### src/rtl/uart_cmd_pkg.sv
// Shared constants and types for the UART command receiver (sync byte, parser states, error codes).
// CMD_CHECKSUM_EN adds the CSUM parser state.
package uart_cmd_pkg;

    localparam logic [7:0] SYNC_BYTE = 8'hA5;

    localparam logic [1:0] ERR_FRAMING = 2'd0;
    localparam logic [1:0] ERR_ADDR    = 2'd1;
    localparam logic [1:0] ERR_CSUM    = 2'd2;
    localparam logic [1:0] ERR_TIMEOUT = 2'd3;

    typedef enum logic [2:0] {
        ST_IDLE,
        ST_ADDR,
        ST_DATA,
`ifdef CMD_CHECKSUM_EN
        ST_CSUM,
`endif
        ST_WRITE
    } parser_state_t;

    typedef enum logic [1:0] {
        RX_IDLE,
        RX_START,
        RX_DATA,
        RX_STOP
    } rx_state_t;

    typedef struct packed {
        logic [3:0]  addr;
        logic [31:0] data;
    } cmd_t;

    // Upper nibble must be clear and the index must name an existing register.
    function automatic logic addr_ok(input logic [7:0] b, input int num_regs);
        return (b[7:4] == 4'd0) && (int'(b[3:0]) < num_regs);
    endfunction

endpackage

### src/rtl/uart_rx_byte.sv
// Purpose: 8N1 UART byte receiver with 2-flop synchroniser, start-glitch rejection and stop-bit check.
// Latency: byte_valid/frame_err pulse one cycle after the stop-bit sample.
// Backpressure: none; the consumer must accept every one-cycle strobe.
module uart_rx_byte
    import uart_cmd_pkg::*;
#(
    parameter int BAUD_DIV = 104
) (
    input  logic       clk,
    input  logic       resetn,
    input  logic       rx,
    output logic [7:0] rx_byte,
    output logic       byte_valid,
    output logic       frame_err
);

    localparam int CW = $clog2(BAUD_DIV + 1);
    localparam logic [CW-1:0] HALF_C = CW'(BAUD_DIV / 2);
    localparam logic [CW-1:0] DIV_C  = CW'(BAUD_DIV);

    logic            rx_meta;
    logic            rx_sync;
    logic            rx_prev;
    rx_state_t       state;
    logic [CW-1:0]   cnt;
    logic [2:0]      bit_idx;
    logic [7:0]      shift;

    always_ff @(posedge clk or negedge resetn) begin
        if (!resetn) begin
            rx_meta <= 1'b1;
            rx_sync <= 1'b1;
            rx_prev <= 1'b1;
        end else begin
            rx_meta <= rx;
            rx_sync <= rx_meta;
            rx_prev <= rx_sync;
        end
    end

    always_ff @(posedge clk or negedge resetn) begin
        if (!resetn) begin
            state      <= RX_IDLE;
            cnt        <= '0;
            bit_idx    <= '0;
            shift      <= '0;
            rx_byte    <= '0;
            byte_valid <= 1'b0;
            frame_err  <= 1'b0;
        end else begin
            byte_valid <= 1'b0;
            frame_err  <= 1'b0;
            case (state)
                RX_IDLE: begin
                    if (!rx_sync && rx_prev) begin
                        state <= RX_START;
                        cnt   <= CW'(1);
                    end
                end
                RX_START: begin
                    // A start bit that is high again at mid-bit was line noise.
                    if (cnt == HALF_C) begin
                        if (!rx_sync) begin
                            state   <= RX_DATA;
                            cnt     <= CW'(1);
                            bit_idx <= '0;
                        end else begin
                            state <= RX_IDLE;
                        end
                    end else begin
                        cnt <= cnt + CW'(1);
                    end
                end
                RX_DATA: begin
                    if (cnt == DIV_C) begin
                        shift <= {rx_sync, shift[7:1]};
                        cnt   <= CW'(1);
                        if (bit_idx == 3'd7) begin
                            state <= RX_STOP;
                        end else begin
                            bit_idx <= bit_idx + 3'd1;
                        end
                    end else begin
                        cnt <= cnt + CW'(1);
                    end
                end
                RX_STOP: begin
                    if (cnt == DIV_C) begin
                        state <= RX_IDLE;
                        if (rx_sync) begin
                            rx_byte    <= shift;
                            byte_valid <= 1'b1;
                        end else begin
                            frame_err <= 1'b1;
                        end
                    end else begin
                        cnt <= cnt + CW'(1);
                    end
                end
                default: state <= RX_IDLE;
            endcase
        end
    end

endmodule

### src/rtl/uart_cmd_rx.sv
// Purpose: UART command parser (A5, addr, 4 data bytes MSB first[, XOR checksum]) issuing register writes; CMD_CHECKSUM_EN adds the checksum byte.
// Latency: wr_en rises 2 cycles after the stop-bit sample of the final frame byte.
// Backpressure: none; wr_en and err are single-cycle strobes that are never held off.
module uart_cmd_rx
    import uart_cmd_pkg::*;
#(
    parameter int BAUD_DIV    = 104,
    parameter int NUM_REGS    = 8,
    parameter int TIMEOUT_CYC = 120000
) (
    input  logic        clk,
    input  logic        resetn,
    input  logic        rx,
    output logic        wr_en,
    output logic [3:0]  wr_addr,
    output logic [31:0] wr_data,
    output logic        err,
    output logic [1:0]  err_code,
    output logic        busy
);

    localparam int TW = $clog2(TIMEOUT_CYC + 1);
    localparam logic [TW-1:0] TMO_LAST = TW'(TIMEOUT_CYC - 1);

    logic [7:0]     rx_byte;
    logic           byte_valid;
    logic           frame_err;
    parser_state_t  state;
    cmd_t           frame;
    logic [1:0]     dcnt;
    logic [TW-1:0]  tmo_cnt;
`ifdef CMD_CHECKSUM_EN
    logic [7:0]     csum_acc;
`endif

    uart_rx_byte #(
        .BAUD_DIV (BAUD_DIV)
    ) u_rx_byte (
        .clk        (clk),
        .resetn     (resetn),
        .rx         (rx),
        .rx_byte    (rx_byte),
        .byte_valid (byte_valid),
        .frame_err  (frame_err)
    );

    assign busy = (state != ST_IDLE);

    always_ff @(posedge clk or negedge resetn) begin
        if (!resetn) begin
            state    <= ST_IDLE;
            frame    <= '0;
            dcnt     <= '0;
            tmo_cnt  <= '0;
            wr_en    <= 1'b0;
            wr_addr  <= '0;
            wr_data  <= '0;
            err      <= 1'b0;
            err_code <= '0;
`ifdef CMD_CHECKSUM_EN
            csum_acc <= '0;
`endif
        end else begin
            wr_en <= 1'b0;
            err   <= 1'b0;
            if (state == ST_WRITE) begin
                // The next byte is at least a full character away, so no error can collide here.
                wr_en   <= 1'b1;
                wr_addr <= frame.addr;
                wr_data <= frame.data;
                state   <= ST_IDLE;
            end else if (frame_err) begin
                err      <= 1'b1;
                err_code <= ERR_FRAMING;
                state    <= ST_IDLE;
            end else if (byte_valid) begin
                tmo_cnt <= TW'(1);
                case (state)
                    ST_IDLE: begin
                        if (rx_byte == SYNC_BYTE) begin
                            state <= ST_ADDR;
                        end
                    end
                    ST_ADDR: begin
                        frame.addr <= rx_byte[3:0];
`ifdef CMD_CHECKSUM_EN
                        csum_acc   <= rx_byte;
`endif
                        if (addr_ok(rx_byte, NUM_REGS)) begin
                            state <= ST_DATA;
                            dcnt  <= '0;
                        end else begin
                            err      <= 1'b1;
                            err_code <= ERR_ADDR;
                            state    <= ST_IDLE;
                        end
                    end
                    ST_DATA: begin
                        frame.data <= {frame.data[23:0], rx_byte};
`ifdef CMD_CHECKSUM_EN
                        csum_acc   <= csum_acc ^ rx_byte;
`endif
                        if (dcnt == 2'd3) begin
`ifdef CMD_CHECKSUM_EN
                            state <= ST_CSUM;
`else
                            state <= ST_WRITE;
`endif
                        end else begin
                            dcnt <= dcnt + 2'd1;
                        end
                    end
`ifdef CMD_CHECKSUM_EN
                    ST_CSUM: begin
                        if (rx_byte == csum_acc) begin
                            state <= ST_WRITE;
                        end else begin
                            err      <= 1'b1;
                            err_code <= ERR_CSUM;
                            state    <= ST_IDLE;
                        end
                    end
`endif
                    default: state <= ST_IDLE;
                endcase
            end else if (state != ST_IDLE) begin
                if (tmo_cnt == TMO_LAST) begin
                    err      <= 1'b1;
                    err_code <= ERR_TIMEOUT;
                    state    <= ST_IDLE;
                end else begin
                    tmo_cnt <= tmo_cnt + TW'(1);
                end
            end
        end
    end

endmodule

### config.mk
export PLATFORM = sky130hd
export DESIGN_NAME = uart_cmd_rx
export DESIGN_NICKNAME = d
export VERILOG_FILES = /design/src/rtl/uart_cmd_pkg.sv /design/src/rtl/uart_rx_byte.sv /design/src/rtl/uart_cmd_rx.sv
export SDC_FILE = /design/constraint.sdc
export NUM_CORES = 1
export LEC_CHECK = 0
export CAP_MARGIN = 20
export CORE_ASPECT_RATIO = 0.5
export CORE_MARGIN = 10
export CORE_UTILIZATION = 45
export CTS_BUF_LIST = sky130_fd_sc_hd__clkbuf_16
export DETAILED_ROUTE_END_ITERATION = 6
export MAX_ROUTING_LAYER = met4
export PLACE_DENSITY = 0.67
export SYNTH_ARGS = -nofsm -noshare
export SYNTH_HDL_FRONTEND = slang
export SYNTH_HIERARCHICAL = 1
export SYNTH_SLANG_ARGS = --single-unit
### constraint.sdc
create_clock -name clk -period 1.9 [get_ports clk]
set_clock_uncertainty 0.05 [all_clocks]
set_input_delay 0.19 -clock clk [delete_from_list [all_inputs] [get_ports clk]]
set_output_delay 0.19 -clock clk [all_outputs]
set_load 0.005 [all_outputs]
Yosys cells after proc, flatten, opt, wreduce, memory -nomap -nowiden

Cells that the tools add are included.

Add/subtract/negate cells: 4
Magnitude comparators: 1
Equality and inequality tests: 28
Muxes and demuxes: 53
Bitwise gates (word level): 2
Reduce and logical (&&, ||, !) cells: 25

Operator list:

| cell                                                | count |
|---|---|
| 2-to-1 mux 17 bit                                   | 3 |
| 2-to-1 mux 7 bit                                    | 5 |
| 2-to-1 mux 3 bit                                    | 11 |
| 2-to-1 mux 2 bit                                    | 15 |
| case mux 7 bit (4 select lines)                     | 1 |
| adder 17 x 1 -> 17 bit, second input constant       | 1 |
| equality test 17 bit, second input constant         | 1 |
| AND reduction 4 bit                                 | 4 |
| AND reduction 5 bit                                 | 3 |
| 2-to-1 mux 1 bit                                    | 14 |
| != test 2 x 1 -> 1 bit, second input constant       | 6 |
| != test 2 bit, second input constant                | 5 |
| != test 5 bit, second input constant                | 2 |
| != test 3 bit, second input constant                | 3 |
| case mux 3 bit (3 select lines)                     | 1 |
| nonzero test 3 bit                                  | 3 |
| equality test 8 bit, second input constant          | 1 |
| case mux 2 bit (4 select lines)                     | 1 |
| nonzero test 4 bit                                  | 2 |
| adder 7 x 1 -> 7 bit, second input constant         | 1 |
| equality test 7 x 6 -> 1 bit, second input constant | 1 |
| equality test 7 bit, second input constant          | 1 |
| equality test 2 bit, second input constant          | 3 |
| equality test 3 x 2 -> 1 bit, second input constant | 2 |
| other kinds (18)                                    | 23 |

Register bits: 131
Input port bits: 3

Logic depth before layout (Yosys ltp)

Depth after elaboration: 7
Gate-level depth with buffers: 7

Hierarchy

Netlist, hierarchy kept.

By module, submodules not included:

| module       | instances | cells each | area an instance (µm²) | seq. area each (µm²) |
|---|---|---|---|---|
| uart_cmd_rx  | 1         | 328        | 4266.6                 | 2427.3 |
| uart_rx_byte | 1         | 124        | 1515.2                 | 829.5 |

Worst setup path after synthesis

Ideal clock, no wire load.

Path kind: register to register
From: reg u_rx_byte.cnt[0]
To: reg u_rx_byte.cnt[2]
Library setup time: 0.079 ns
Arrival: 1.679 ns
Required time: 1.771 ns
Path slack: 0.092 ns
Cell stages (with the launch flop): 8
Period minus slack after synthesis: 1.808 ns
Cell sequence: dfrtp_1 -> inv_1 -> ha_1 -> and2_1 -> buf_2 -> and4_4 -> or4_1 -> a21oi_1

Longest elaborated chain between the ends: 3
Elaborated cells between the ends (all ways): 10

RTL lines:

| item                                                                   | line                                                       | RTL |
|---|---|---|
| from (decl)                                                            | uart_rx_byte.sv:25                                         | `logic [CW-1:0] cnt;` |
| from (signal assigned)                                                 | uart_rx_byte.sv:71                                         | `cnt <= cnt + CW'(1);` |
| from (signal assigned)                                                 | uart_rx_byte.sv:84                                         | `cnt <= cnt + CW'(1);` |
| from (signal assigned)                                                 | uart_rx_byte.sv:97                                         | `cnt <= cnt + CW'(1);` |
| adder 7 x 1 -> 7 bit, or another cell as far along                     | uart_rx_byte.sv:71, uart_rx_byte.sv:84, uart_rx_byte.sv:97 |  |
| 2-to-1 mux 7 bit, or another cell as far along                         | uart_rx_byte.sv:88                                         | `if (cnt == DIV_C) begin` |
| case mux 7 bit (4 select lines) or AND reduction 3 bit (tied branches) | n/a                                                        |  |

Parallel ways exist; a longest one is shown, timed or not. The select of a mux whose other input is x is not followed.
A chain may end at the register's enable or synchronous reset.

Worst setup path in the final report

From: reg tmo_cnt[1]
To: reg tmo_cnt[0]

Longest elaborated chain between the ends: 3

RTL lines:

| item                             | line               | RTL |
|---|---|---|
| from (decl)                      | uart_cmd_rx.sv:31  | `logic [TW-1:0] tmo_cnt;` |
| from (signal assigned)           | uart_cmd_rx.sv:132 | `tmo_cnt <= tmo_cnt + TW'(1);` |
| equality test 17 bit             | uart_cmd_rx.sv:127 | `if (tmo_cnt == TMO_LAST) begin` |
| != test 2 x 1 -> 1 bit (no line) | n/a                |  |
| AND reduction 4 bit (no line)    | n/a                |  |

Every way passes these cells.

==> out/metrics.csv <==
metric,value,unit
ANT nets after route,0,
Worst Setup Start Kind,flop,
Syn Inst Count,452,
initial antenna violation count,0,
final wirelength,11600,um
final net count,537,
DP Wirelength,7880,um
critical path class,flop to flop,
met3 WL,397,um
CORE AREA,12600,um^2
required time of the worst setup path,2.13,ns
critical path peak fanout,5,
Syn-to-layout area delta,25.3,%
max-cap check violation count,0,
max_slew headroom,66.4,%
drt first pass iters,4,
final setup fails,0,
Yosys warnings,6,
GRT Total Usage,13.4,%
Die X-Extent,180,um
fmax,561,MHz
die area,18100,um^2
Num CTS Buffers,17,
Via density,5.42,
CTS tree,yes,
Mapped Nets,461,
Leakage,0.00337,uW
clock sinks,130,
synthesized cell area,5780,um^2
number of global-route vias before repair,3840,
pin slew with the least headroom to its limit,0.504,ns
Met2 Wirelength,5580,um
H-tree Lvls,4,
critical path's slowest cell,dfrtp_1,
Util after Layout,57.4,%
io pins,44,
post-detailed-route wirelength per cell,16.3,um
ANT cells,0,
sequential share of the synthesized area,56.3,%
number of flops mapped to enable cells by yosys,0,
Power Dens Cells,856,nW/um^2
Peak VDD IR,665,uV
largest net degree at the start of global routing,41,
Avg Inst Size Synth,12.8,um^2
Tcrit/Tclk final,93.8,%
first-pass GRT wire length,19500,um
via count,3852,
fraction of registers with async set/reset,100,%
CP Cell Sequence,"ha_4, and4_2, nand4_1, o21ai_2, mux2_2",
"Reg clk slew, reported paths",0.06,ns
outcome,completed,
fin crit period,1.78,ns
Core Rows,29,
Final Wtd Congestion,0.865,
final setup TNS,0,ns
RSZ-0062 raised after global routing,yes,
detailed-route wire length on metal 1,5510,um
Clock Latency Late Sink,0.41,ns
"Top FF cell, synth",dfrtp_1,
grt ovf,0,
highest routed layer,met4,
Netlist cell types,71,
Yosys reg bits,130,
WHS,0.151,ns
port bufs,43,
Hold Fails Final Rpt,0,
CP peak stage delay,0.41,ns
Final Total Pwr,6200,uW
HP Class,input pin to flop,
Post-route DRC,0,
clock root buffer,clkbuf_16,
"Slew Viols, Final",0,
Worst Path Arrival,2.02,ns
clock tree buffer depth,2,
Initial Util,45.8,%
share of layout cells above drive strength 1,34.0,%
drt first-iter violations,291,
die height,100,um
CP Capture Type,flop,
[stage by stage]
stage / std cells / cell area, um^2 / setup WS [ns]
after floorplan: 452 / 5780 / 0.0922
after global placement: 676 / 6610 / 0.103
after detailed placement: 676 / 6610 / 0.0667
after CTS: 711 / 7210 / 0.0514
after global routing: 711 / 7250 / -0.00418
final: 711 / 7250 / 0.117
[routing by layer]
metal / track usage [%] / vias to the layer above
met4: 4.76 / 0
li1: - / 1840
met3: 3.09 / 8
met5: - / -
met2: 20.6 / 46
met1: 17.2 / 1958
[final timing paths]
check | slack, ns | depth (start not counted) | start | end
min in group asynchronous | 0.23 | 2 | resetn | tmo_cnt[11]$_DFFE_PN0P_
worst min-delay path | 0.15 | 1 | rx | u_rx_byte/rx_meta$_DFF_PN1_
worst max-delay path | 0.12 | 5 | tmo_cnt[1]$_DFFE_PN0P_ | tmo_cnt[0]$_DFFE_PN0P_
max in group asynchronous | 0.91 | 3 | resetn | u_rx_byte/rx_meta$_DFF_PN1_
worst min register to register | 0.30 | 0 | u_rx_byte/rx_meta$_DFF_PN1_ | u_rx_byte/rx_sync$_DFF_PN1_
worst max register to register | 0.12 | 5 | tmo_cnt[1]$_DFFE_PN0P_ | tmo_cnt[0]$_DFFE_PN0P_
[layout make-up]
type | count | area, um^2
timing repair buffer | 75 | 744
multi-input combinational | 288 | 2400
sequential | 130 | 3260
inverter | 16 | 60.1
clock inverter | 15 | 146
clock buffer | 17 | 425
tap | 170 | 213
fill | 1035 | 5380
[power breakdown]
part	internal (uW)	leakage [uW]	total, uW	switching, uW
combinational	105	0.00130	242	137
sequential	2810	0.00180	2840	30.2
clock	1840	0.000277	3120	1290
[timing repair]
| item | 4_1_cts | 5_1_grt |
|---|---|---|
| hold buffers | 1 | 0 |
| endpoints found under the setup margin | 1 | 23 |
| pin swaps | 0 | 2 |
| endpoints found under the hold margin | 30 | 0 |
| buffers inserted | 2 | 0 |
| resized for setup | 3 | 9 |
[cells in the mapped netlist (2+ instances only)]
master      n  share of area [%]
a211oi_1    2               0.26
a21o_1      2               0.26
a21oi_1    15                1.3
a22o_1      2               0.30
a31oi_1     3               0.32
and2_1      2               0.22
and3_1      3               0.32
and4_1      2               0.30
and4b_1     3               0.52
buf_2       9               0.78
buf_6       3               0.58
clkbuf_1    4               0.26
clkinv_1    2               0.13
dfrtp_1   127                 55
dfstp_2     3                1.4
ha_1        6                1.3
inv_1      14               0.91
mux2_2     91                 18
mux2i_1     6                1.0
nand2_1    21                1.4
nand3_1    10               0.87
nand4_1     7               0.76
nand4b_1    2               0.30
nor2_1     14               0.91
nor2b_1     8               0.87
nor3_1      9               0.78
nor3b_1     2               0.26
nor4_1      6               0.65
nor4b_1     2               0.30
nor4bb_1    2               0.35
o211ai_1    2               0.26
o21ai_0    13                1.1
o22ai_1     2               0.22
o31ai_1     4               0.52
o41ai_1     2               0.30
or2_2       5               0.54
or3_1       4               0.43
or4_1       5               0.65
[flip-flops by register name, summed over array words and instances (netlist names), 3 cells and up, named ones only]
register,count
frame,36
wr_data,32
tmo_cnt,17
u_rx_byte/rx_byte,8
u_rx_byte/shift,8
u_rx_byte/cnt,7
wr_addr,4
u_rx_byte/bit_idx,3
[kinds of logic (layout without fill, tap and decap cells)]
kind of cell | count (synthesis) | after routing | synth area share, %
AO/OA/AOI/OAI | 65 | 65 | 7.68
adder cells (fa/ha/maj) | 6 | 6 | 1.30
buffers and inverters | 34 | 123 | 2.81
flip-flops | 130 | 130 | 56.3
multiplexers | 97 | 97 | 18.8
AND/OR/NAND/NOR | 120 | 120 | 13.1
[critical path, delay by kind of cell (launching register included)]
kind                     cells  cell delay [ns]
adder cells (fa/ha/maj)      1             0.17
AO/OA/AOI/OAI                1             0.24
AND/OR/NAND/NOR              2             0.43
flip-flops                   1             0.41
multiplexers                 1             0.36
[cell usage in the layout (no fill, tap or decap), drive strengths merged, types with 4 or more instances in the layout]
| master | n |
|---|---|
| nand3 | 11 |
| o31ai | 5 |
| nor2b | 8 |
| o21ai | 14 |
| nor3 | 11 |
| nor4 | 6 |
| nor2 | 14 |
| mux2 | 91 |
| ha | 6 |
| nand4 | 9 |
| or2 | 5 |
| clkinv | 7 |
| dfrtp | 127 |
| buf | 32 |
| a21oi | 15 |
| mux2i | 6 |
| or4 | 5 |
| clkbuf | 17 |
| nand2 | 22 |
| or3 | 4 |
| clkdlybuf4s50 | 41 |
| inv | 21 |
Power figures use the tool's default switching activity.
